$ cat src/rtl/setting_editor_multi_pkg.sv
// Shared types for the multi-field operator setting editor: FSM states,
// button bundle, and the action priority used while editing.
package setting_editor_multi_pkg;

    localparam int unsigned F_BOTTLE = 0;
    localparam int unsigned F_PILL   = 1;

    typedef enum logic {
        S_IDLE = 1'b0,
        S_EDIT = 1'b1
    } state_t;

    // Listed in decreasing priority; A_ABORT is the edit-enable-low exit.
    typedef enum logic [2:0] {
        A_NONE      = 3'd0,
        A_CANCEL    = 3'd1,
        A_COMMIT    = 3'd2,
        A_FIELD_CLR = 3'd3,
        A_NEXT      = 3'd4,
        A_INC       = 3'd5,
        A_DEC       = 3'd6,
        A_ABORT     = 3'd7
    } action_t;

    typedef struct packed {
        logic edit_en;
        logic cancel;
        logic commit;
        logic field_clr;
        logic next;
        logic inc;
        logic dec;
    } btn_t;

    // Resolve one edit action per cycle from the detected rises.
    function automatic action_t pick_action(input btn_t rise, input logic edit_low);
        action_t act;
        act = A_NONE;
        if (rise.cancel) begin
            act = A_CANCEL;
        end else if (rise.commit) begin
            act = A_COMMIT;
        end else if (rise.field_clr) begin
            act = A_FIELD_CLR;
        end else if (rise.next) begin
            act = A_NEXT;
        end else if (rise.inc || rise.dec) begin
            // Both rising together cancel out but still consume the cycle.
            if (rise.inc && !rise.dec) begin
                act = A_INC;
            end else if (rise.dec && !rise.inc) begin
                act = A_DEC;
            end
        end else if (edit_low) begin
            act = A_ABORT;
        end
        return act;
    endfunction

endpackage

$ cat src/rtl/setting_editor_multi_if.sv
// Front-panel / run-controller bus of the setting editor.
interface setting_editor_multi_if #(
    parameter int unsigned N_FIELDS = 2,
    parameter int unsigned WIDTH    = 6
);
    localparam int unsigned SEL_W = (N_FIELDS > 1) ? $clog2(N_FIELDS) : 1;

    logic                        in_edit_en;
    logic                        in_next;
    logic                        in_inc;
    logic                        in_dec;
    logic                        in_step_big;
    logic                        in_field_clr;
    logic                        in_commit;
    logic                        in_cancel;
    logic [N_FIELDS-1:0]         out_flash;
    logic [SEL_W-1:0]            out_sel;
    logic                        out_editing;
    logic [N_FIELDS*WIDTH-1:0]   out_work_flat;
    logic [N_FIELDS*WIDTH-1:0]   out_target_flat;
    logic                        out_valid;
    logic                        out_commit_pulse;

    modport master (
        output in_edit_en, in_next, in_inc, in_dec, in_step_big,
               in_field_clr, in_commit, in_cancel,
        input  out_flash, out_sel, out_editing, out_work_flat,
               out_target_flat, out_valid, out_commit_pulse
    );

    modport slave (
        input  in_edit_en, in_next, in_inc, in_dec, in_step_big,
               in_field_clr, in_commit, in_cancel,
        output out_flash, out_sel, out_editing, out_work_flat,
               out_target_flat, out_valid, out_commit_pulse
    );

endinterface

$ cat src/rtl/setting_step_unit.sv
// Next value of one setting after an increment or decrement by step,
// either saturating at 0/MAX_VAL or wrapping modulo MAX_VAL+1.
module setting_step_unit #(
    parameter int unsigned WIDTH     = 6,
    parameter int unsigned MAX_VAL   = 63,
    parameter bit          WRAP_MODE = 1'b0
) (
    input  logic [WIDTH-1:0] v,
    input  logic [WIDTH-1:0] step,
    input  logic             inc,
    output logic [WIDTH-1:0] next_c
);
    localparam int unsigned EW = WIDTH + 1;
    localparam logic [EW-1:0] MAX_E = EW'(MAX_VAL);
    localparam logic [EW-1:0] MOD_E = EW'(MAX_VAL + 1);

    logic [EW-1:0] v_e;
    logic [EW-1:0] s_e;
    logic [EW-1:0] sum_e;

    // One extra bit keeps v+step and v+MOD-step from overflowing.
    always_comb begin
        v_e   = EW'(v);
        s_e   = EW'(step);
        sum_e = v_e + s_e;
        if (inc) begin
            if (sum_e > MAX_E) begin
                next_c = WRAP_MODE ? WIDTH'(sum_e - MOD_E) : WIDTH'(MAX_VAL);
            end else begin
                next_c = WIDTH'(sum_e);
            end
        end else begin
            if (v_e < s_e) begin
                next_c = WRAP_MODE ? WIDTH'(v_e + MOD_E - s_e) : '0;
            end else begin
                next_c = WIDTH'(v_e - s_e);
            end
        end
    end

endmodule

$ cat src/rtl/setting_editor_multi.sv
// Operator setting editor: N_FIELDS settings edited in a working copy and
// applied to the committed copy on commit; cancel or edit-enable drop discards.
module setting_editor_multi
    import setting_editor_multi_pkg::*;
#(
    parameter int unsigned N_FIELDS  = 2,
    parameter int unsigned WIDTH     = 6,
    parameter int unsigned MAX_VAL   = 63,
    parameter int unsigned STEP_BIG  = 5,
    parameter bit          WRAP_MODE = 1'b0
) (
    input logic                   in_CLK,
    input logic                   in_CLR,
    setting_editor_multi_if.slave bus
);
    localparam int unsigned SEL_W = (N_FIELDS > 1) ? $clog2(N_FIELDS) : 1;

    typedef logic [WIDTH-1:0] val_t;
    typedef logic [SEL_W-1:0] sel_t;

    state_t  state_q, state_d;
    sel_t    sel_q, sel_d;
    val_t    work_q   [N_FIELDS];
    val_t    work_d   [N_FIELDS];
    val_t    target_q [N_FIELDS];
    val_t    target_d [N_FIELDS];
    logic    pulse_q, pulse_d;
    logic    valid_q, valid_c;
    btn_t    btn_c, btn_q, btn_prev, rise_c;
    logic    step_big_q;
    action_t act_c;
    val_t    step_c, cur_c, stepped_c;
    logic    [N_FIELDS-1:0] flash_c;

    always_comb begin
        btn_c = '{edit_en:   bus.in_edit_en,
                  cancel:    bus.in_cancel,
                  commit:    bus.in_commit,
                  field_clr: bus.in_field_clr,
                  next:      bus.in_next,
                  inc:       bus.in_inc,
                  dec:       bus.in_dec};
    end

    // Button sampling and edge history.
    always_ff @(posedge in_CLK or negedge in_CLR) begin
        if (!in_CLR) begin
            btn_q      <= '0;
            btn_prev   <= '0;
            step_big_q <= 1'b0;
        end else begin
            btn_q      <= btn_c;
            btn_prev   <= btn_q;
            step_big_q <= bus.in_step_big;
        end
    end

    always_comb begin
        rise_c = btn_t'(btn_q & ~btn_prev);
        act_c  = pick_action(rise_c, ~btn_q.edit_en);
        step_c = step_big_q ? WIDTH'(STEP_BIG) : WIDTH'(1);
        cur_c  = work_q[sel_q];
    end

    setting_step_unit #(
        .WIDTH     (WIDTH),
        .MAX_VAL   (MAX_VAL),
        .WRAP_MODE (WRAP_MODE)
    ) u_step (
        .v      (cur_c),
        .step   (step_c),
        .inc    (act_c == A_INC),
        .next_c (stepped_c)
    );

    // Next-state and register-update logic.
    always_comb begin
        state_d  = state_q;
        sel_d    = sel_q;
        work_d   = work_q;
        target_d = target_q;
        pulse_d  = 1'b0;
        case (state_q)
            S_IDLE: begin
                if (rise_c.edit_en) begin
                    state_d = S_EDIT;
                    sel_d   = '0;
                    work_d  = target_q;
                end
            end
            default: begin
                case (act_c)
                    A_CANCEL, A_ABORT: begin
                        work_d  = target_q;
                        state_d = S_IDLE;
                    end
                    A_COMMIT: begin
                        target_d = work_q;
                        pulse_d  = 1'b1;
                        state_d  = S_IDLE;
                    end
                    A_FIELD_CLR: work_d[sel_q] = '0;
                    A_NEXT: sel_d = (sel_q == SEL_W'(N_FIELDS - 1)) ? '0 : sel_q + SEL_W'(1);
                    A_INC, A_DEC: work_d[sel_q] = stepped_c;
                    default: ;
                endcase
            end
        endcase
    end

    always_ff @(posedge in_CLK or negedge in_CLR) begin
        if (!in_CLR) begin
            state_q <= S_IDLE;
            sel_q   <= '0;
            pulse_q <= 1'b0;
            valid_q <= 1'b0;
            for (int k = 0; k < N_FIELDS; k++) begin
                work_q[k]   <= '0;
                target_q[k] <= '0;
            end
        end else begin
            state_q <= state_d;
            sel_q   <= sel_d;
            pulse_q <= pulse_d;
            valid_q <= valid_c;
            for (int k = 0; k < N_FIELDS; k++) begin
                work_q[k]   <= work_d[k];
                target_q[k] <= target_d[k];
            end
        end
    end

    // Settings are usable only when every committed field is non-zero.
    always_comb begin
        valid_c = 1'b1;
        for (int k = 0; k < N_FIELDS; k++) begin
            if (target_q[k] == '0) begin
                valid_c = 1'b0;
            end
        end
    end

    // Field k blinks on bit N_FIELDS-1-k so field 0 sits at the MSB.
    always_comb begin
        flash_c = '0;
        if (state_q == S_EDIT) begin
            for (int k = 0; k < N_FIELDS; k++) begin
                flash_c[N_FIELDS-1-k] = (sel_q == SEL_W'(k));
            end
        end
    end

    for (genvar g = 0; g < N_FIELDS; g++) begin : g_flat
        assign bus.out_work_flat[g*WIDTH +: WIDTH]   = work_q[g];
        assign bus.out_target_flat[g*WIDTH +: WIDTH] = target_q[g];
    end

    assign bus.out_flash        = flash_c;
    assign bus.out_sel          = sel_q;
    assign bus.out_editing      = (state_q == S_EDIT);
    assign bus.out_valid        = valid_q;
    assign bus.out_commit_pulse = pulse_q;

endmodule

$ cat src/flat_wrapper.sv
// flat-port wrapper written by rule: the top's interface ports become plain ports
module setting_editor_multi_flat import setting_editor_multi_pkg::*;
#(
    parameter int unsigned N_FIELDS  = 2,
    parameter int unsigned WIDTH     = 6,
    parameter int unsigned MAX_VAL   = 63,
    parameter int unsigned STEP_BIG  = 5,
    parameter bit          WRAP_MODE = 1'b0
)
  (in_CLK, in_CLR, bus_in_edit_en, bus_in_next, bus_in_inc, bus_in_dec, bus_in_step_big, bus_in_field_clr, bus_in_commit, bus_in_cancel, bus_out_flash, bus_out_sel, bus_out_editing, bus_out_work_flat, bus_out_target_flat, bus_out_valid, bus_out_commit_pulse);
  setting_editor_multi_if #(.N_FIELDS(N_FIELDS), .WIDTH(WIDTH)) bus_i ();
  input logic in_CLK;
  input logic in_CLR;
  input wire logic [$bits(bus_i.in_edit_en)-1:0] bus_in_edit_en;
  input wire logic [$bits(bus_i.in_next)-1:0] bus_in_next;
  input wire logic [$bits(bus_i.in_inc)-1:0] bus_in_inc;
  input wire logic [$bits(bus_i.in_dec)-1:0] bus_in_dec;
  input wire logic [$bits(bus_i.in_step_big)-1:0] bus_in_step_big;
  input wire logic [$bits(bus_i.in_field_clr)-1:0] bus_in_field_clr;
  input wire logic [$bits(bus_i.in_commit)-1:0] bus_in_commit;
  input wire logic [$bits(bus_i.in_cancel)-1:0] bus_in_cancel;
  output wire logic [$bits(bus_i.out_flash)-1:0] bus_out_flash;
  output wire logic [$bits(bus_i.out_sel)-1:0] bus_out_sel;
  output wire logic [$bits(bus_i.out_editing)-1:0] bus_out_editing;
  output wire logic [$bits(bus_i.out_work_flat)-1:0] bus_out_work_flat;
  output wire logic [$bits(bus_i.out_target_flat)-1:0] bus_out_target_flat;
  output wire logic [$bits(bus_i.out_valid)-1:0] bus_out_valid;
  output wire logic [$bits(bus_i.out_commit_pulse)-1:0] bus_out_commit_pulse;
  assign bus_i.in_edit_en = bus_in_edit_en;
  assign bus_i.in_next = bus_in_next;
  assign bus_i.in_inc = bus_in_inc;
  assign bus_i.in_dec = bus_in_dec;
  assign bus_i.in_step_big = bus_in_step_big;
  assign bus_i.in_field_clr = bus_in_field_clr;
  assign bus_i.in_commit = bus_in_commit;
  assign bus_i.in_cancel = bus_in_cancel;
  assign bus_out_flash = bus_i.out_flash;
  assign bus_out_sel = bus_i.out_sel;
  assign bus_out_editing = bus_i.out_editing;
  assign bus_out_work_flat = bus_i.out_work_flat;
  assign bus_out_target_flat = bus_i.out_target_flat;
  assign bus_out_valid = bus_i.out_valid;
  assign bus_out_commit_pulse = bus_i.out_commit_pulse;
  setting_editor_multi #(.N_FIELDS(N_FIELDS), .WIDTH(WIDTH), .MAX_VAL(MAX_VAL), .STEP_BIG(STEP_BIG), .WRAP_MODE(WRAP_MODE)) u_core (.in_CLK(in_CLK), .in_CLR(in_CLR), .bus(bus_i));
endmodule
$ cat config.mk
export PLATFORM = sky130hd
export DESIGN_NAME = setting_editor_multi_flat
export DESIGN_NICKNAME = d
export VERILOG_FILES = /design/src/rtl/setting_editor_multi_pkg.sv /design/src/rtl/setting_editor_multi_if.sv /design/src/rtl/setting_step_unit.sv /design/src/rtl/setting_editor_multi.sv /design/src/flat_wrapper.sv
export SDC_FILE = /design/constraint.sdc
export NUM_CORES = 1
export LEC_CHECK = 0
export CAP_MARGIN = 0
export CORE_AREA = 2 2 71 73
export CTS_CLUSTER_SIZE = 40
export DETAILED_ROUTE_END_ITERATION = 10
export DIE_AREA = 0 0 73 75
export GPL_ROUTABILITY_DRIVEN = 0
export GPL_TIMING_DRIVEN = 0
export HOLD_SLACK_MARGIN = 0.08
export PLACE_DENSITY = 0.82
export SLEW_MARGIN = 20
export SYNTH_ARGS = -nofsm -noshare
export SYNTH_HDL_FRONTEND = slang
export SYNTH_HIERARCHICAL = 1
export SYNTH_SLANG_ARGS = --single-unit
$ cat constraint.sdc
create_clock -name in_CLK -period 7.25 [get_ports in_CLK]
set_input_delay 0.725 -clock in_CLK [delete_from_list [all_inputs] [get_ports in_CLK]]
set_output_delay 0.725 -clock in_CLK [all_outputs]
set_load 0.02 [all_outputs]
# Yosys cells after proc, flatten, opt, wreduce, memory -nomap -nowiden
# Cells that the tools add are included.
[op_classes]
eq_ne = 9
shifts = 0
reduce_logical = 15
add_sub_neg = 3
mux = 33
order_cmp = 4
multipliers = 0
div_mod_pow = 0
bitwise = 6
[ops]
columns = ["operator", "count"]
rows = [
  ["$mux 6", 7],
  ["$pmux 12 s3", 1],
  ["$mux 3", 9],
  ["$mux 12", 2],
  ["$and 12x12->12", 1],
  ["$bwmux 12", 1],
  ["$eq 3x3->1 const B", 4],
  ["$logic_not 6->1", 2],
  ["$not 12->12", 1],
  ["$mux 1", 11],
  ["$add 6x6->7", 1],
  ["$and 7x7->7", 1],
  ["$gt 7x6->1 const B", 1],
  ["$not 7->7", 1],
  ["$demux 6 s1", 1],
  ["$eq 3x2->1 const B", 2],
  ["$lt 6x6->1", 1],
  ["$reduce_and 2->1", 3],
  ["$sub 6x6->6", 1],
  ["$ne 4x4->1 const B", 1],
  ["$reduce_or 2->1", 2],
  ["$eq 3x1->1 const B", 1],
  ["$logic_and 1x1->1", 3],
  ["$reduce_or 3->1", 1],
  ["10 further kinds", 11],
]
[totals]
ram_bits = 0
out_inout_bits = 30
rom_bits = 0
n_memories = 0
latch_bits = 0
register_bits = 43
wordCells = 93
in_bits = 10

# Logic depth before layout (Yosys ltp)
[logic_depth]
depth_word = 16
depth_mapped = 15
ltp_nobuf = 13

# Modules after synthesis
# Netlist, hierarchy kept.
[modules_own_cells]
columns = ["module", "seq_area_each_um2", "area_each_um2", "cells_per_inst", "n_inst"]
rows = [
  ["setting_editor_multi", 1076.0, 2024.4, 184, 1],
  ["setting_step_unit", 0.0, 590.6, 83, 1],
]

# Worst setup path after synthesis
# OpenSTA, ideal clock, no wires.
[synth_timing]
path_kind = "register to register"
startpoint = "register u_core.sel_q, in the netlist u_core/bus.out_sel"
endpoint = "register u_core.work_q, in the netlist u_core/bus.out_work_flat[8]"
synth_period_minus_slack_ns = 3.083
slack_ns = 4.167
arrival_ns = 2.959
path_stages_with_launch = 15
n_path_buf = 2
setup_ns = 0.124
required_time_ns = 7.126
cell_sequence = "dfrtp_1 clkbuf_1 clkbuf_1 o21ai_0 inv_1 ha_1 inv_1 fa_1 a21oi_1 o211a_1 nor3b_1 a211oi_1 o21ai_1 and3_1 a211o_1"
[synth_via]
elab_chain_cells = 11
elab_cells_between_ends = 21
cone_classes = "add/sub: 2; order compare: 4; mux: 11; bitwise: 3; reduce/logical: 1"
[synth_rtl]
columns = ["item", "line", "rtl"]
rows = [
  ["start, declared", "setting_editor_multi.sv:22", "sel_t sel_q, sel_d;"],
  ["start signal, assigned", "setting_editor_multi.sv:123", "sel_q <= sel_d;"],
  ["$not 1->2 (implied by the code) (*)", "setting_editor_multi.sv:62", "cur_c = work_q[sel_q];"],
  ["$mux 6 (implied by the code) (*) (3 in a row)", "setting_editor_multi.sv:62", ""],
  ["via u_core.cur_c[0]", "setting_editor_multi.sv:32", "val_t step_c, cur_c, stepped_c;"],
  ["$add 6x6->7", "setting_step_unit.sv:25", "sum_e = v_e + s_e;"],
  ["$gt 7x6->1", "setting_step_unit.sv:27", "if (sum_e > MAX_E) begin"],
  ["$mux 6", "setting_step_unit.sv:27", ""],
  ["$mux 6 (*)", "setting_step_unit.sv:26", "if (inc) begin"],
  ["via u_core.stepped_c[2]", "setting_editor_multi.sv:32", ""],
  ["$bwmux 12 (*)", "setting_editor_multi.sv:104", "A_INC, A_DEC: work_d[sel_q] = stepped_c;"],
  ["$pmux 12 s3 (*)", "setting_editor_multi.sv:92", "case (act_c)"],
  ["$mux 12 (*)", "setting_editor_multi.sv:83", "case (state_q)"],
  ["end signal, assigned by index", "setting_editor_multi.sv:127", "work_q[k] <= work_d[k];"],
  ["end, declared", "setting_editor_multi.sv:23", "val_t work_q [N_FIELDS];"],
]
# The timed path passes the listed nets; every way through them passes the cells marked *. The select of a mux whose other input is x is not followed.
# A chain may end at the register's enable or synchronous reset.

# Worst setup path after layout
# Ends and elaborated chain as after synthesis.

==> flow_summary.yaml <==
run_status:
  status: "finished clean"
clock_network:
  clk_pin_slew_ns: 0.08
  ctsHoldBuffers: 0
  postCtsResizedCells: 0
  cts_made_buffers: 5
  cts_post_setup_buffers_inserted: 0
  clk_latency_ns: 0.30
  cts_max_level: 2
  clock-root-buffer: "sky130_fd_sc_hd__clkbuf_8"
  cts_tree: "done"
  numClockSinks: 43
  clock_path_buffers: 2
setup_path:
  timing.critical_path.required_ns: 7.44
  critPathSlowestCell: "sky130_fd_sc_hd__fa_1"
  cells_on_worst_reg2reg_path: 14
  r2r-start: "u_core/bus.out_sel$_DFFE_PN0P_"
  worst-endpoint-arrival_ns: 3.77
  path_cells: "clkbuf_1, clkbuf_1, o21ai_0, inv_1, ha_1, inv_1, fa_1, a21oi_1, o211a_1, nor3b_1, a211oi_1, o21ai_1, and3_1, a211o_1"
  crit_fanout: 10
  worst-r2r-setup-slack_ns: 3.67
  critical_path.endpoint_type: "register"
  critPathKind: "register to register"
  startpoint_type: "register"
  setup.worst_path.end: "u_core/bus.out_work_flat[8]$_DFFE_PN0P_"
  worstReg2RegEnd: "u_core/bus.out_work_flat[8]$_DFFE_PN0P_"
  startpoint: "u_core/bus.out_sel$_DFFE_PN0P_"
  crit_path_max_incr_delay_ns: 0.40
grt:
  maximum_number_of_pins_on_one_net_before_global_route_repair: 35
  grt_pass1_wl_um: 9700
  gr-total-overflow: 0
  grt_util_all_layers_pct: 22.9
  global_route.peak_usage_layer: "met2"
  groute.layer.met3.usage_pct: 3.21
  global_route.usage.met1_pct: 31.2
  grt.met2_usage_pct: 36.7
  antenna_violations_before_repair: 0
  grt_pass1_vias: 2184
place:
  hpwlAfterDp_um: 4320
  dp_worst_setup_slack_ns: 3.71
  io_buffer_count: 39
  dpl-instance-area_um2: 3120
synth:
  netlist-cell-type-count: 53
  synth_warnings: 6
  avgSynthCellArea_um2: 9.79
  synth_area_leaders: "sky130_fd_sc_hd__dfrtp_1, sky130_fd_sc_hd__ha_1, sky130_fd_sc_hd__mux2_2, sky130_fd_sc_hd__inv_1, sky130_fd_sc_hd__a221oi_1"
  ys_ff_latch: 43
  post_synth_inst_count: 267
  yosysSeqAreaShare_pct: 41.1
  yosys.area.top_type_share_pct: 41.1
  synth_top_area_cell: "sky130_fd_sc_hd__dfrtp_1"
  ys_dominant_reg_cell: "sky130_fd_sc_hd__dfrtp_1"
  synth.cell_area_um2: 2620
  synth_enable_flop_cells: 0
  synth_async_sr_flop_share_pct: 100
timing:
  clock-skew-final_ns: 0.00518
  timing_hold_violations_final: 0
  timing.final.crit_share_pct: 49.4
  fin_setup_tns_ns: 0
  timing.hold.ws_ns: 0.288
  rsz0062_at_grt: "no"
  clock.fmax_ghz: 0.279
  setup_slack_ns: 3.67
  final-max-slew-violation-count: 0
  setup_viol_count_final: 0
  tightestPinTransition_ns: 0.812
  maxSlewHeadroom_pct: 45.5
  final_period_minus_worst_setup_slack_ns: 3.58
detailed_routing:
  drtPass1Iterations: 5
  drt_iter0_markers: 123
  drt.antenna.violating_nets: 0
  route.final.wire_length_um: 5820
  drcViolationCount: 0
  vias: 2248
  routed_wire_length_per_instance_um: 15.4
  vias_per_cell: 5.96
flow_run:
  maxCapViolations: 0
layout:
  finalInstanceArea_um2: 3210
  post_route_cells_drive_above_1_share_pct: 11.8
  num_antenna_cells: 0
  area_growth_syn_to_layout_pct: 22.9
  finalNetCount: 349
floorplan:
  initial_core_util_pct: 56.1
  floorplan.die_area_um2: 5480
  die_h_um: 75
  num_io_pins: 40
  num_rows: 25
  die-width_um: 73
  floorplan.core_area_um2: 4660
power:
  cellPowerDensity_nw_per_um2: 336
  power.ir.vdd_worst_v: 0.000202
  total_leakage_power_nw: 1.43
min_path:
  hp-class: "input port to async pin"
## worst max-delay path: cells and delay by family (launching register included)
kind                     cells  cell delay, ns
AO/OA/AOI/OAI                6            1.42
adder cells (fa/ha/maj)      2            0.56
buffers and inverters        4            0.85
flip-flops                   1            0.35
AND/OR/NAND/NOR              2            0.28
## sequential cells by signal, indices dropped and copies added, names as in the netlist
name,cells
u_core/btn_q,7
u_core/bus.out_target_flat,12
u_core/bus.out_valid,1
u_core/bus.out_work_flat,12
u_core/bus.out_commit_pulse,1
u_core/step_big_q,1
u_core/bus.out_editing,1
u_core/bus.out_sel,1
u_core/btn_prev,7
## worst min-delay path by stage
stage	end	cells past startpoint	slack (ns)
finish	u_core/btn_q[4]$_DFF_PN0_	1	0.29
global route	u_core/btn_prev[4]$_DFF_PN0_	1	0.29
CTS	u_core/btn_q[4]$_DFF_PN0_	1	0.29
detailed placement	u_core/btn_prev[0]$_DFF_PN0_	0	0.36
global placement	u_core/btn_prev[0]$_DFF_PN0_	0	0.35
floorplan	u_core/btn_prev[0]$_DFF_PN0_	0	0.35
## cells in the mapped netlist (6+ instances only)
cell                       count
sky130_fd_sc_hd__nor2_1       18
sky130_fd_sc_hd__nor2b_1       9
sky130_fd_sc_hd__dfrtp_1      43
sky130_fd_sc_hd__clkbuf_1      6
sky130_fd_sc_hd__mux2_2       13
sky130_fd_sc_hd__nand2_1      20
sky130_fd_sc_hd__nor3_1        7
sky130_fd_sc_hd__o21ai_0      11
sky130_fd_sc_hd__a221oi_1     11
sky130_fd_sc_hd__inv_1        26
sky130_fd_sc_hd__nand2b_1      7
sky130_fd_sc_hd__ha_1         15
sky130_fd_sc_hd__a21oi_1       8
## stage by stage
step	power, mW	cells	util (%)
after detailed placement	0.913	369	66.9
final	1.08	377	68.9
after floorplan	0.710	275	-
after global routing	1.15	377	68.9
after global placement	0.901	368	66.6
after CTS	1.08	377	68.9
## report_power, final
group          switching (mW)  internal, mW  total (mW)
clock                  0.0840        0.0781       0.162
combinational           0.299         0.263       0.561
sequential             0.0565         0.299       0.356
## cell usage in the layout (no fill, tap or decap), types with 3 or more instances in the layout
master | Yosys | routed
sky130_fd_sc_hd__ha_1 | 15 | 15
sky130_fd_sc_hd__a31oi_1 | 3 | 3
sky130_fd_sc_hd__nor2b_1 | 9 | 9
sky130_fd_sc_hd__nand4_1 | 3 | 3
sky130_fd_sc_hd__nand3_1 | 5 | 5
sky130_fd_sc_hd__dfrtp_1 | 43 | 43
sky130_fd_sc_hd__xnor2_1 | 3 | 3
sky130_fd_sc_hd__nor3_1 | 7 | 7
sky130_fd_sc_hd__buf_4 | 4 | 4
sky130_fd_sc_hd__clkbuf_8 | 0 | 6
sky130_fd_sc_hd__a221oi_1 | 11 | 11
sky130_fd_sc_hd__nand2b_1 | 7 | 7
sky130_fd_sc_hd__and3_1 | 3 | 3
sky130_fd_sc_hd__o21ai_1 | 4 | 4
sky130_fd_sc_hd__nand2_1 | 20 | 20
sky130_fd_sc_hd__nor2_1 | 18 | 18
sky130_fd_sc_hd__mux2_2 | 13 | 13
sky130_fd_sc_hd__a211o_1 | 4 | 4
sky130_fd_sc_hd__conb_1 | 2 | 10
sky130_fd_sc_hd__a21oi_1 | 8 | 8
sky130_fd_sc_hd__clkbuf_1 | 6 | 7
sky130_fd_sc_hd__inv_1 | 26 | 26
sky130_fd_sc_hd__o21ai_0 | 11 | 11
sky130_fd_sc_hd__clkdlybuf4s50_1 | 0 | 38
sky130_fd_sc_hd__nor3b_1 | 4 | 4
## layout make-up
type	count	area [µm²]
well taps	54	67.6
inverters	26	97.6
clock inverters	1	8.76
fillers	363	1450
repair buffers	40	405
clock buffers	7	86.3
plain buffers	12	68.8
flip-flops and latches	43	1080
multi-input cells	194	1400
## cells by family (layout without fill, tap and decap cells)
kind of cell / count (synthesis) / in the layout / synth area share, %
flip-flops: 43 / 43 / 41.1
buffers and inverters: 38 / 86 / 6.36
XOR/XNOR: 4 / 4 / 1.34
AO/OA/AOI/OAI: 63 / 63 / 18.8
multiplexers: 14 / 14 / 5.98
other: 2 / 10 / 0.287
AND/OR/NAND/NOR: 86 / 86 / 17.4
adder cells (fa/ha/maj): 17 / 17 / 8.71
## per-layer routing
layer  part of all wire [%]  vias up  routed length (µm)
met4                    1.8        0                 105
met5                      0        -                   0
met3                    6.5       11                 378
met2                     48      108                2770
met1                     44     1080                2560
li1                       -     1049                   -
Note: power is estimated with default switching activity, not from simulation.
